File: src/rtl/perm_sequencer_if.sv
// Valid/ready bus carrying one permutation of N element indices per transfer.
// The rank field exists only when PERM_SEQ_RANK_EN is defined.
interface perm_sequencer_if #(
    parameter int N  = 6,
    parameter int IW = 3,
    parameter int RW = 10
);
    typedef logic [RW-1:0] rank_t;

    logic            prm_valid;
    logic            prm_ready;
    logic [N*IW-1:0] prm;
    logic            prm_last;
`ifdef PERM_SEQ_RANK_EN
    rank_t           rank;
`endif

    modport master (
        input  prm_ready,
`ifdef PERM_SEQ_RANK_EN
        output rank,
`endif
        output prm_valid,
        output prm,
        output prm_last
    );

    modport slave (
        output prm_ready,
`ifdef PERM_SEQ_RANK_EN
        input  rank,
`endif
        input  prm_valid,
        input  prm,
        input  prm_last
    );
endinterface

File: src/rtl/perm_sequencer.sv
// Walks all permutations of N indices in lexicographic order, one per accepted transfer.
// Optional feature macro: PERM_SEQ_RANK_EN adds the rank counter and rank output.
module perm_sequencer #(
    parameter int N  = 6,
    parameter int IW = 3,
    parameter int RW = 10
) (
    input  logic             clk,
    input  logic             rst,
    input  logic             start_i,
    input  logic             abort_i,
    output logic             busy_o,
    output logic             done_o,
    perm_sequencer_if.master prm_if
);

    typedef enum logic [1:0] {
        ST_IDLE = 2'd0,
        ST_RUN  = 2'd1,
        ST_FIN  = 2'd2
    } state_e;

    typedef logic [IW-1:0] elem_t;
    typedef logic [RW-1:0] rank_t;

    state_e          state_q;
    state_e          state_d;
    logic [N*IW-1:0] prm_q;
    logic [N*IW-1:0] prm_d;
    logic [N*IW-1:0] succ_s;
    logic            has_pivot_s;
    logic            last_s;
    logic            xfer_s;

    function automatic logic [N*IW-1:0] identity_perm();
        logic [N*IW-1:0] v;
        v = '0;
        for (int k = 0; k < N; k++) begin
            v[k*IW +: IW] = elem_t'(k);
        end
        return v;
    endfunction

    // Lexicographic successor of prm_q: pivot, swap with rightmost larger element, reverse suffix.
    always_comb begin
        elem_t cur [N];
        elem_t swp [N];
        elem_t piv_val;
        elem_t sw_val;
        elem_t res;
        int    piv;
        int    jdx;
        logic  hit;

        has_pivot_s = 1'b0;
        succ_s      = '0;
        piv_val     = '0;
        sw_val      = '0;
        res         = '0;
        piv         = -1;
        jdx         = 0;
        hit         = 1'b0;

        for (int k = 0; k < N; k++) begin
            cur[k] = prm_q[k*IW +: IW];
        end

        for (int k = 0; k < N - 1; k++) begin
            hit         = (cur[k] < cur[k+1]);
            has_pivot_s = has_pivot_s | hit;
            piv         = hit ? k : piv;
            piv_val     = hit ? cur[k] : piv_val;
        end

        // The suffix right of the pivot is descending, so the last hit is the rightmost larger element.
        for (int k = 0; k < N; k++) begin
            hit    = (k > piv) && (cur[k] > piv_val);
            jdx    = hit ? k : jdx;
            sw_val = hit ? cur[k] : sw_val;
        end

        for (int k = 0; k < N; k++) begin
            swp[k] = (k == piv) ? sw_val : ((k == jdx) ? piv_val : cur[k]);
        end

        for (int k = 0; k < N; k++) begin
            res = swp[k];
            for (int m = 0; m < N; m++) begin
                res = ((k > piv) && (m == (N + piv - k))) ? swp[m] : res;
            end
            succ_s[k*IW +: IW] = res;
        end
    end

    assign last_s = ~has_pivot_s;
    assign xfer_s = (state_q == ST_RUN) & prm_if.prm_ready;

    // State register.
    always_ff @(posedge clk) begin
        if (rst) begin
            state_q <= ST_IDLE;
        end else begin
            state_q <= state_d;
        end
    end

    // Next-state logic; abort overrides both start and a same-cycle transfer.
    always_comb begin
        state_d = state_q;
        case (state_q)
            ST_IDLE: begin
                if (start_i && !abort_i) begin
                    state_d = ST_RUN;
                end else begin
                    state_d = ST_IDLE;
                end
            end
            ST_RUN: begin
                if (abort_i) begin
                    state_d = ST_IDLE;
                end else if (xfer_s && last_s) begin
                    state_d = ST_FIN;
                end else begin
                    state_d = ST_RUN;
                end
            end
            ST_FIN:  state_d = ST_IDLE;
            default: state_d = ST_IDLE;
        endcase
    end

    // Output decode from the state register.
    always_comb begin
        busy_o           = 1'b0;
        done_o           = 1'b0;
        prm_if.prm_valid = 1'b0;
        case (state_q)
            ST_RUN: begin
                busy_o           = 1'b1;
                prm_if.prm_valid = 1'b1;
            end
            ST_FIN:  done_o = 1'b1;
            default: done_o = 1'b0;
        endcase
    end

    // Permutation next value; outside RUN it rests at identity so a start needs no extra load.
    always_comb begin
        prm_d = prm_q;
        case (state_q)
            ST_RUN: begin
                if (abort_i) begin
                    prm_d = identity_perm();
                end else if (xfer_s) begin
                    prm_d = last_s ? identity_perm() : succ_s;
                end else begin
                    prm_d = prm_q;
                end
            end
            default: prm_d = identity_perm();
        endcase
    end

    // Permutation register.
    always_ff @(posedge clk) begin
        if (rst) begin
            prm_q <= identity_perm();
        end else begin
            prm_q <= prm_d;
        end
    end

    assign prm_if.prm      = prm_q;
    assign prm_if.prm_last = last_s;

`ifdef PERM_SEQ_RANK_EN
    rank_t rank_q;
    rank_t rank_d;

    // Rank next value tracks accepted transfers within a run.
    always_comb begin
        rank_d = rank_q;
        case (state_q)
            ST_RUN: begin
                if (abort_i) begin
                    rank_d = '0;
                end else if (xfer_s) begin
                    rank_d = last_s ? '0 : (rank_q + rank_t'(1));
                end else begin
                    rank_d = rank_q;
                end
            end
            default: rank_d = '0;
        endcase
    end

    // Rank register.
    always_ff @(posedge clk) begin
        if (rst) begin
            rank_q <= '0;
        end else begin
            rank_q <= rank_d;
        end
    end

    assign prm_if.rank = rank_q;
`else
    // Without rank tracking the walk itself is unchanged.
`endif

endmodule
File: src/flat_wrapper.sv
// flat-port wrapper written by rule: the top's interface ports become plain ports
module perm_sequencer_flat 
#(
    parameter int N  = 6,
    parameter int IW = 3,
    parameter int RW = 10
)
  (clk, rst, start_i, abort_i, busy_o, done_o, prm_if_prm_ready, prm_if_prm_valid, prm_if_prm, prm_if_prm_last);
  perm_sequencer_if #(.N(N), .IW(IW), .RW(RW)) prm_if_i ();
  input  logic clk;
  input  logic rst;
  input  logic start_i;
  input  logic abort_i;
  output logic busy_o;
  output logic done_o;
  input wire logic [$bits(prm_if_i.prm_ready)-1:0] prm_if_prm_ready;
  output wire logic [$bits(prm_if_i.prm_valid)-1:0] prm_if_prm_valid;
  output wire logic [$bits(prm_if_i.prm)-1:0] prm_if_prm;
  output wire logic [$bits(prm_if_i.prm_last)-1:0] prm_if_prm_last;
  assign prm_if_i.prm_ready = prm_if_prm_ready;
  assign prm_if_prm_valid = prm_if_i.prm_valid;
  assign prm_if_prm = prm_if_i.prm;
  assign prm_if_prm_last = prm_if_i.prm_last;
  perm_sequencer #(.N(N), .IW(IW), .RW(RW)) u_core (.clk(clk), .rst(rst), .start_i(start_i), .abort_i(abort_i), .busy_o(busy_o), .done_o(done_o), .prm_if(prm_if_i));
endmodule
File: config.mk
export PLATFORM = sky130hd
export DESIGN_NAME = perm_sequencer_flat
export DESIGN_NICKNAME = d
export VERILOG_FILES = /design/src/rtl/perm_sequencer_if.sv /design/src/rtl/perm_sequencer.sv /design/src/flat_wrapper.sv
export SDC_FILE = /design/constraint.sdc
export NUM_CORES = 1
export LEC_CHECK = 0
export CORE_MARGIN = 3
export CORE_UTILIZATION = 60
export DETAILED_ROUTE_END_ITERATION = 10
export MAX_ROUTING_LAYER = met4
export PLACE_DENSITY = 0.86
export RECOVER_POWER = 25
export SETUP_SLACK_MARGIN = 0.1
export SLEW_MARGIN = 25
export SYNTH_ARGS = -nofsm -noshare
export SYNTH_HDL_FRONTEND = slang
export SYNTH_SLANG_ARGS = --single-unit
File: constraint.sdc
create_clock -name clk -period 10.07 [get_ports clk]
set_clock_uncertainty 0.1 [all_clocks]
set_input_delay 2.014 -clock clk [delete_from_list [all_inputs] [get_ports clk]]
set_output_delay 2.014 -clock clk [all_outputs]
set_load 0.1 [all_outputs]
==> results.tsv <==
stage	metric	value	unit
run_status	outcome	complete, no violations	
die	die-height	86.35	um
critical_path	rr_startpoint	u_core.prm_if.prm[17]	
sta	slew_headroom	0.2091	
sta	rsz0062_at_grt	false	
critical_path	cp_cell_sequence	inv_1 > ha_1 > nand2_1 > o21ai_4 > buf_4 > nand2_1 > nor2_1 > nor2_1 > inv_1 > ha_1 > inv_1 > o311ai_1 > nor3_1 > a311o_1 > o21a_1 > o21bai_1 > o211ai_1 > a22o_1	
critical_path	cpLargestDelayFamily	compound AO/OA/AOI/OAI gates	
detailed_routing	drt_iter0_drc	746	
placed_design	routabilityCongestion	1.113	
synth	syn_inst	521	
power_and_ir_drop	p_total	0.0002385	W
clock_network	clock_latency	0.28	ns
die	die_w	86.35	um
grt	grt-ovfl-total	0	
sta	fin_tns_setup	0	ns
grt	grt_first_pass_wirelength	24280	um
synth	netlist_area	3874	sq um
critical_path	crit_start	u_core.prm_if.prm[17]	
synth	synth-simple-area-share	0.2642	
sta	min_period_over_period	0.6463	
clock_network	cts_root_buffer	clkbuf_8	
critical_path	worstSetupEndpointType	flop	
clock_network	cts_resized	0	
synth	synth-main-ff-cell	dfxtp_1	
critical_path	crit_fanout	32	
synth	syn-num-nets	565	
synth	synth_compound_area_frac	0.3860	
detailed_routing	ant_nets	0	
finish	finalNonFillerCells	609	
detailed_routing	wl	15820	um
power_and_ir_drop	ir_worst_vdd	55.56	uV
clock_network	cts.sinks	20	
critical_path	arrival	6.58	ns
synth	ys_types	85	
critical_path	cp_slowest_cell	o311ai_1	
critical_path	cp_common_cell	inv_1	
critical_path	cp_slowest_stage_delay	0.75	ns
finish	antenna_cells	0	
sta	fin_hold_ws	0.3862	ns
critical_path	critPathKind	flop to flop	
synth	ys_seq_elements	20	
die	ios	27	
synth	yosys-mux-area-fraction	0.05103	
critical_path	ff2ff_path_depth	18	
placed_design	dp.cells	605	
worst_hold_path	worstHoldStart	u_core.state_q[1]	
synth	yosysWarnings	0	
critical_path	path_buf_inv	4	
sta	report.final.slew_viol_count	0	
detailed_routing	vias_per_cell	7.800	
grt	grtUsageTotal	0.4358	
die	core-area	6096	sq um
placed_design	portBuffers	26	
synth	synth_xor_area_frac	0.004522	
clock_network	cts_tree	yes	
finish	nets	579	
sta	achievable-frequency	153.7	MHz
critical_path	crit_cells	18	
sta	tightest_slew	1.174	ns
detailed_routing	drtPass1Iterations	8	
synth	synth_edf_count	0	
sta	min_period	6.508	ns
synth	synth_top_family_by_area	compound AO/OA/AOI/OAI gates	
power_and_ir_drop	p_per_area	56.62	nW/um^2
finish	nFillCells	506	
die	num_rows	28	
grt	antenna_found_initial	0	
clock_network	clk_pin_slew_worst_paths	0.10	ns
power_and_ir_drop	leakagePower	1.682	nW
die	dieArea	7456	sq um
synth	avgSynthCellArea	7.435	sq um
finish	final_layout_size_suffix_gt1_frac	0.09925	
synth	synthAdderAreaFrac	0.1318	
run	drv_cap	0	
sta	hold_viol	0	
clock_network	cts_hold_buf	0	
detailed_routing	vias	4750	
grt	grt_max_degree	33	
synth	async_reset_ff_frac	0	
detailed_routing	wl_per_cell	25.98	um
detailed_routing	drc	0	
critical_path	worst-endpoint-required	10.15	ns
worst_hold_path	hold_depth	1	
die	start_util	0.6355	
clock_network	cts.path.max_buffers	2	
finish	area_growth	8.753	%
clock_network	numCtsBuffers	3	
worst_hold_path	min_path_type	flop to flop	
placed_design	dpl.hpwl	11930	um
clock_network	ctsHtreeMaxLevel	1	
grt	grt_pass1_vias	4435	
clock_network	postCtsSetupBuffers	0	
synth	synth-seq-area-share	0.1034	
sta	setup_violations	0	
critical_path	critPathLaunchType	flop	
cell usage after synthesis (5+ instances only):
cell | number | share of area
inv_1 | 31 | 0.030
a21oi_1 | 33 | 0.043
o21ai_1 | 10 | 0.013
nand3_1 | 25 | 0.032
clkbuf_1 | 9 | 0.0087
nor2_1 | 46 | 0.045
mux2_2 | 6 | 0.017
ha_1 | 36 | 0.12
o21ai_0 | 24 | 0.031
a211oi_1 | 9 | 0.017
nand2_1 | 49 | 0.047
nor3_1 | 19 | 0.025
nand4_1 | 6 | 0.0097
nor4_1 | 5 | 0.0081
o211ai_1 | 12 | 0.023
mux2i_1 | 13 | 0.034
o221ai_1 | 6 | 0.014
o21a_1 | 13 | 0.025
nor2b_1 | 10 | 0.016
and2_1 | 7 | 0.011
a22oi_1 | 6 | 0.012
o22ai_1 | 7 | 0.011
dfxtp_1 | 20 | 0.10
a31oi_1 | 7 | 0.011
final timing paths:
check / endpoint / slack (ns)
setup / recovery: u_core.prm_if.prm[5] / 3.56
hold / removal: u_core.state_q[0] / 0.39
setup reg to reg: u_core.prm_if.prm[5] / 3.56
hold reg to reg: u_core.state_q[0] / 0.39
flip-flops by register name, summed over array words and instances, names as in the netlist:
register	count
u_core.prm_if.prm	18
u_core.state_q	2
power by group:
part	internal, W	total, W	switching, W	leakage, nW
Combinational	0.0000216	0.0000700	0.0000484	1.48
Sequential	0.0000795	0.0000802	0.000000765	0.162
Clock	0.0000532	0.0000883	0.0000351	0.0357
Total	0.000154	0.000239	0.0000842	1.68
layout make-up:
cell class                      instances  area (sq um)  area share
Sequential cell                        20         400.4     0.09504
Tap cell                               75         93.84     0.02228
Multi-Input combinational cell        449          3244      0.7701
Clock inverter                          1         30.03    0.007128
Inverter                               32         120.1     0.02851
Timing Repair Buffer                   29         282.8     0.06712
Clock buffer                            3         41.29    0.009801
metrics by stage:
stage                     worst slack (ns)  cell area, sq um    util
final                                3.562              4213  0.6911
after CTS                            4.003              4213  0.6911
after global placement               4.038              4141  0.6794
after detailed placement             4.032              4141  0.6794
after global routing                 3.661              4213  0.6911
after floorplan                      4.623              3874       -
worst reg2reg max path: cells and delay by family (launching register included):
family	cells	cell delay, ns
flip-flops	1	0.46
AND/OR/NAND/NOR	5	1.52
adder cells (fa/ha/maj)	2	0.64
AO/OA/AOI/OAI	7	2.73
buffers and inverters	4	0.97
routing by layer:
layer,up-vias,routed length [um],share of wire,GRT usage
li1,2036,-,-,-
met1,2122,5942,0.38,0.5407
met2,448,6522,0.41,0.6439
met3,144,2118,0.13,0.1027
met4,0,1241,0.078,0.2507
met5,-,0,0,-
cell usage in the layout, fill, tap and decap left out, types with 5 or more instances in the layout:
master,n
a22oi_1,6
nand3_1,25
dfxtp_1,20
a31oi_1,7
and2_1,7
ha_1,36
clkdlybuf4s50_1,17
nor2_1,46
dlygate4sd3_1,9
nor3_1,19
nor2b_1,10
nor4_1,5
o22ai_1,7
inv_1,31
o21ai_1,10
mux2i_1,13
o221ai_1,6
a21oi_1,33
o211ai_1,12
o21a_1,13
mux2_2,6
nand4_1,6
nand2_1,49
o21ai_0,24
a211oi_1,9
kinds of logic after synthesis:
logic type,Yosys count
AOI/OAI and AO/OA,196
xor gates and xnor gates,2
adders and majority gates,39
buffers and inverters,52
DFF,20
muxes,19
and+or+nand+nor,193
No activity file was read; power rests on OpenSTA's default activity.
==> variant: new RTL, same settings <==
`IW` is set to 3 in 3 places; all go to 2.
--- a/src/rtl/perm_sequencer_if.sv
+++ b/src/rtl/perm_sequencer_if.sv
@@ -2,7 +2,7 @@
 // The rank field exists only when PERM_SEQ_RANK_EN is defined.
 interface perm_sequencer_if #(
     parameter int N  = 6,
-    parameter int IW = 3,
+    parameter int IW = 2,
     parameter int RW = 10
 );
     typedef logic [RW-1:0] rank_t;
--- a/src/rtl/perm_sequencer.sv
+++ b/src/rtl/perm_sequencer.sv
@@ -2,7 +2,7 @@
 // Optional feature macro: PERM_SEQ_RANK_EN adds the rank counter and rank output.
 module perm_sequencer #(
     parameter int N  = 6,
-    parameter int IW = 3,
+    parameter int IW = 2,
     parameter int RW = 10
 ) (
     input  logic             clk,
--- a/src/flat_wrapper.sv
+++ b/src/flat_wrapper.sv
@@ -2,7 +2,7 @@
 module perm_sequencer_flat 
 #(
     parameter int N  = 6,
-    parameter int IW = 3,
+    parameter int IW = 2,
     parameter int RW = 10
 )
   (clk, rst, start_i, abort_i, busy_o, done_o, prm_if_prm_ready, prm_if_prm_valid, prm_if_prm, prm_if_prm_last);
Ports: changed (resized prm_if_prm); port bits go from 27 to 21. The function was not compared with the original's and may differ.
==> variant against the unedited design <==
  * Power down 47%
  * Design area down 33%
  * Routed wire length down 42%
  * Via count down 35%
  * Sequential cell count down 6
  * Setup slack better by 0.61 ns
  * Area after synthesis down 35%
  * Synthesized cell count down 32%
==> variant: results (changes against the unedited design) <==
Finish:
- The area occupied by multi-input gates was 0.002146 mm² (was 0.003244 mm²).
- The number of non-clock buffers in the layout was 21 (was 29).
- The non-clock buffer share of cell area is 0.07365 (was 0.06712).
- The core occupancy in the finished layout is 0.7318 (was 0.6911).
- The post-layout instance count excluding filler cells is 418 (was 609).
- The number of filler instances in the final layout came to 334 (was 506).
- The total of clock buffers placed in the layout is 4 (was 3).

STA:
- The remaining max-slew budget at the tightest pin is 0.2790 (was 0.2091).
- The final-layout worst hold slack came to 0.3872 ns (was 0.3862 ns).
- The final worst-path setup slack was 4.172 ns (was 3.562 ns).

Global route:
- The met2 track utilization from global routing was 0.5469 (was 0.6439).
- The via count of the first global-routing pass is 2819 (was 4435).
- The global-route met1 utilization was 0.5166 (was 0.5407).
- The wire length of the first global-routing pass came to 15000 µm (was 24280 µm).

Route:
- The number of iterations in the first detailed-routing pass was 5 (was 8).
- The sum of routed wire segments on met1 is 3742 µm (was 5942 µm).
- The detailed route wirelength on metal2 is 3839 µm (was 6522 µm).
- The length of routed met3 wiring is 1062 µm (was 2118 µm).
- The number of vias after detailed routing is 3103 (was 4750).

Clocking:
- The clock network latency to the later pin of the worst-skew pair is 0.26 ns (was 0.28 ns).
- The clock-pin slew on the worst setup and hold paths is 0.07 ns (was 0.10 ns).

Logic synthesis:
- The post-synth net total is 384 (was 565).
- The distinct cell type count of the synthesized netlist came to 69 (was 85).
- The synthesized-area fraction occupied by ao, oa, aoi and oai cells is 0.3725 (was 0.3860).
- Top post-synthesis cells by count: 46 x sky130_fd_sc_hd__nand2_1, 30 x sky130_fd_sc_hd__a21oi_1, 29 x sky130_fd_sc_hd__nor2_1 (was 49 x sky130_fd_sc_hd__nand2_1, 46 x sky130_fd_sc_hd__nor2_1, 36 x sky130_fd_sc_hd__ha_1).

Place:
- The count of buffers inserted at the top-level ports came to 20 (was 26).
- The standard cell area after detailed placement is 0.002759 mm² (was 0.004141 mm²).
- The number of instances in the placed design is 414 (was 605).
- The global placement routability congestion is 1.100 (was 1.113).

Power and ir drop:
- The portion of total power attributed to the clock network was 0.458 (was 0.370).
- The switching power came to 0.03269 mW (was 0.08422 mW).
- The combinational gate power came to 0.0132 mW (was 0.0700 mW).

Critical path:
- The origin of the critical flop-to-flop path is u_core.prm_if.prm[11] (was u_core.prm_if.prm[17]).
- The end of the worst register-to-register path is u_core.prm_if.prm[11] (was u_core.prm_if.prm[5]).
- The critical path data arrival time came to 3.78 ns (was 6.58 ns).
- The delay of the slowest cell on the worst path is 1.23 ns (was 0.75 ns).
- The largest driver fanout on the critical path is 22 (was 32).

Run status:
- Status: complete, no violations (unchanged).
==> variant: changes by cell type in the layout (fill, tap and decap cells not counted), moves of 4 or more <==
cell / before / now
sky130_fd_sc_hd__o21ai_1: 10 / 6
sky130_fd_sc_hd__o221ai_1: 6 / 2
sky130_fd_sc_hd__o21ai_0: 24 / 12
sky130_fd_sc_hd__o31ai_1: 1 / 5
sky130_fd_sc_hd__nor2_1: 46 / 29
sky130_fd_sc_hd__nand3_1: 25 / 12
sky130_fd_sc_hd__o211ai_1: 12 / 5
sky130_fd_sc_hd__o32ai_1: 0 / 4
sky130_fd_sc_hd__o21a_1: 13 / 3
sky130_fd_sc_hd__inv_1: 31 / 19
sky130_fd_sc_hd__ha_1: 36 / 25
sky130_fd_sc_hd__o2111ai_1: 4 / 0
sky130_fd_sc_hd__nor3_1: 19 / 10
sky130_fd_sc_hd__dfxtp_1: 20 / 14
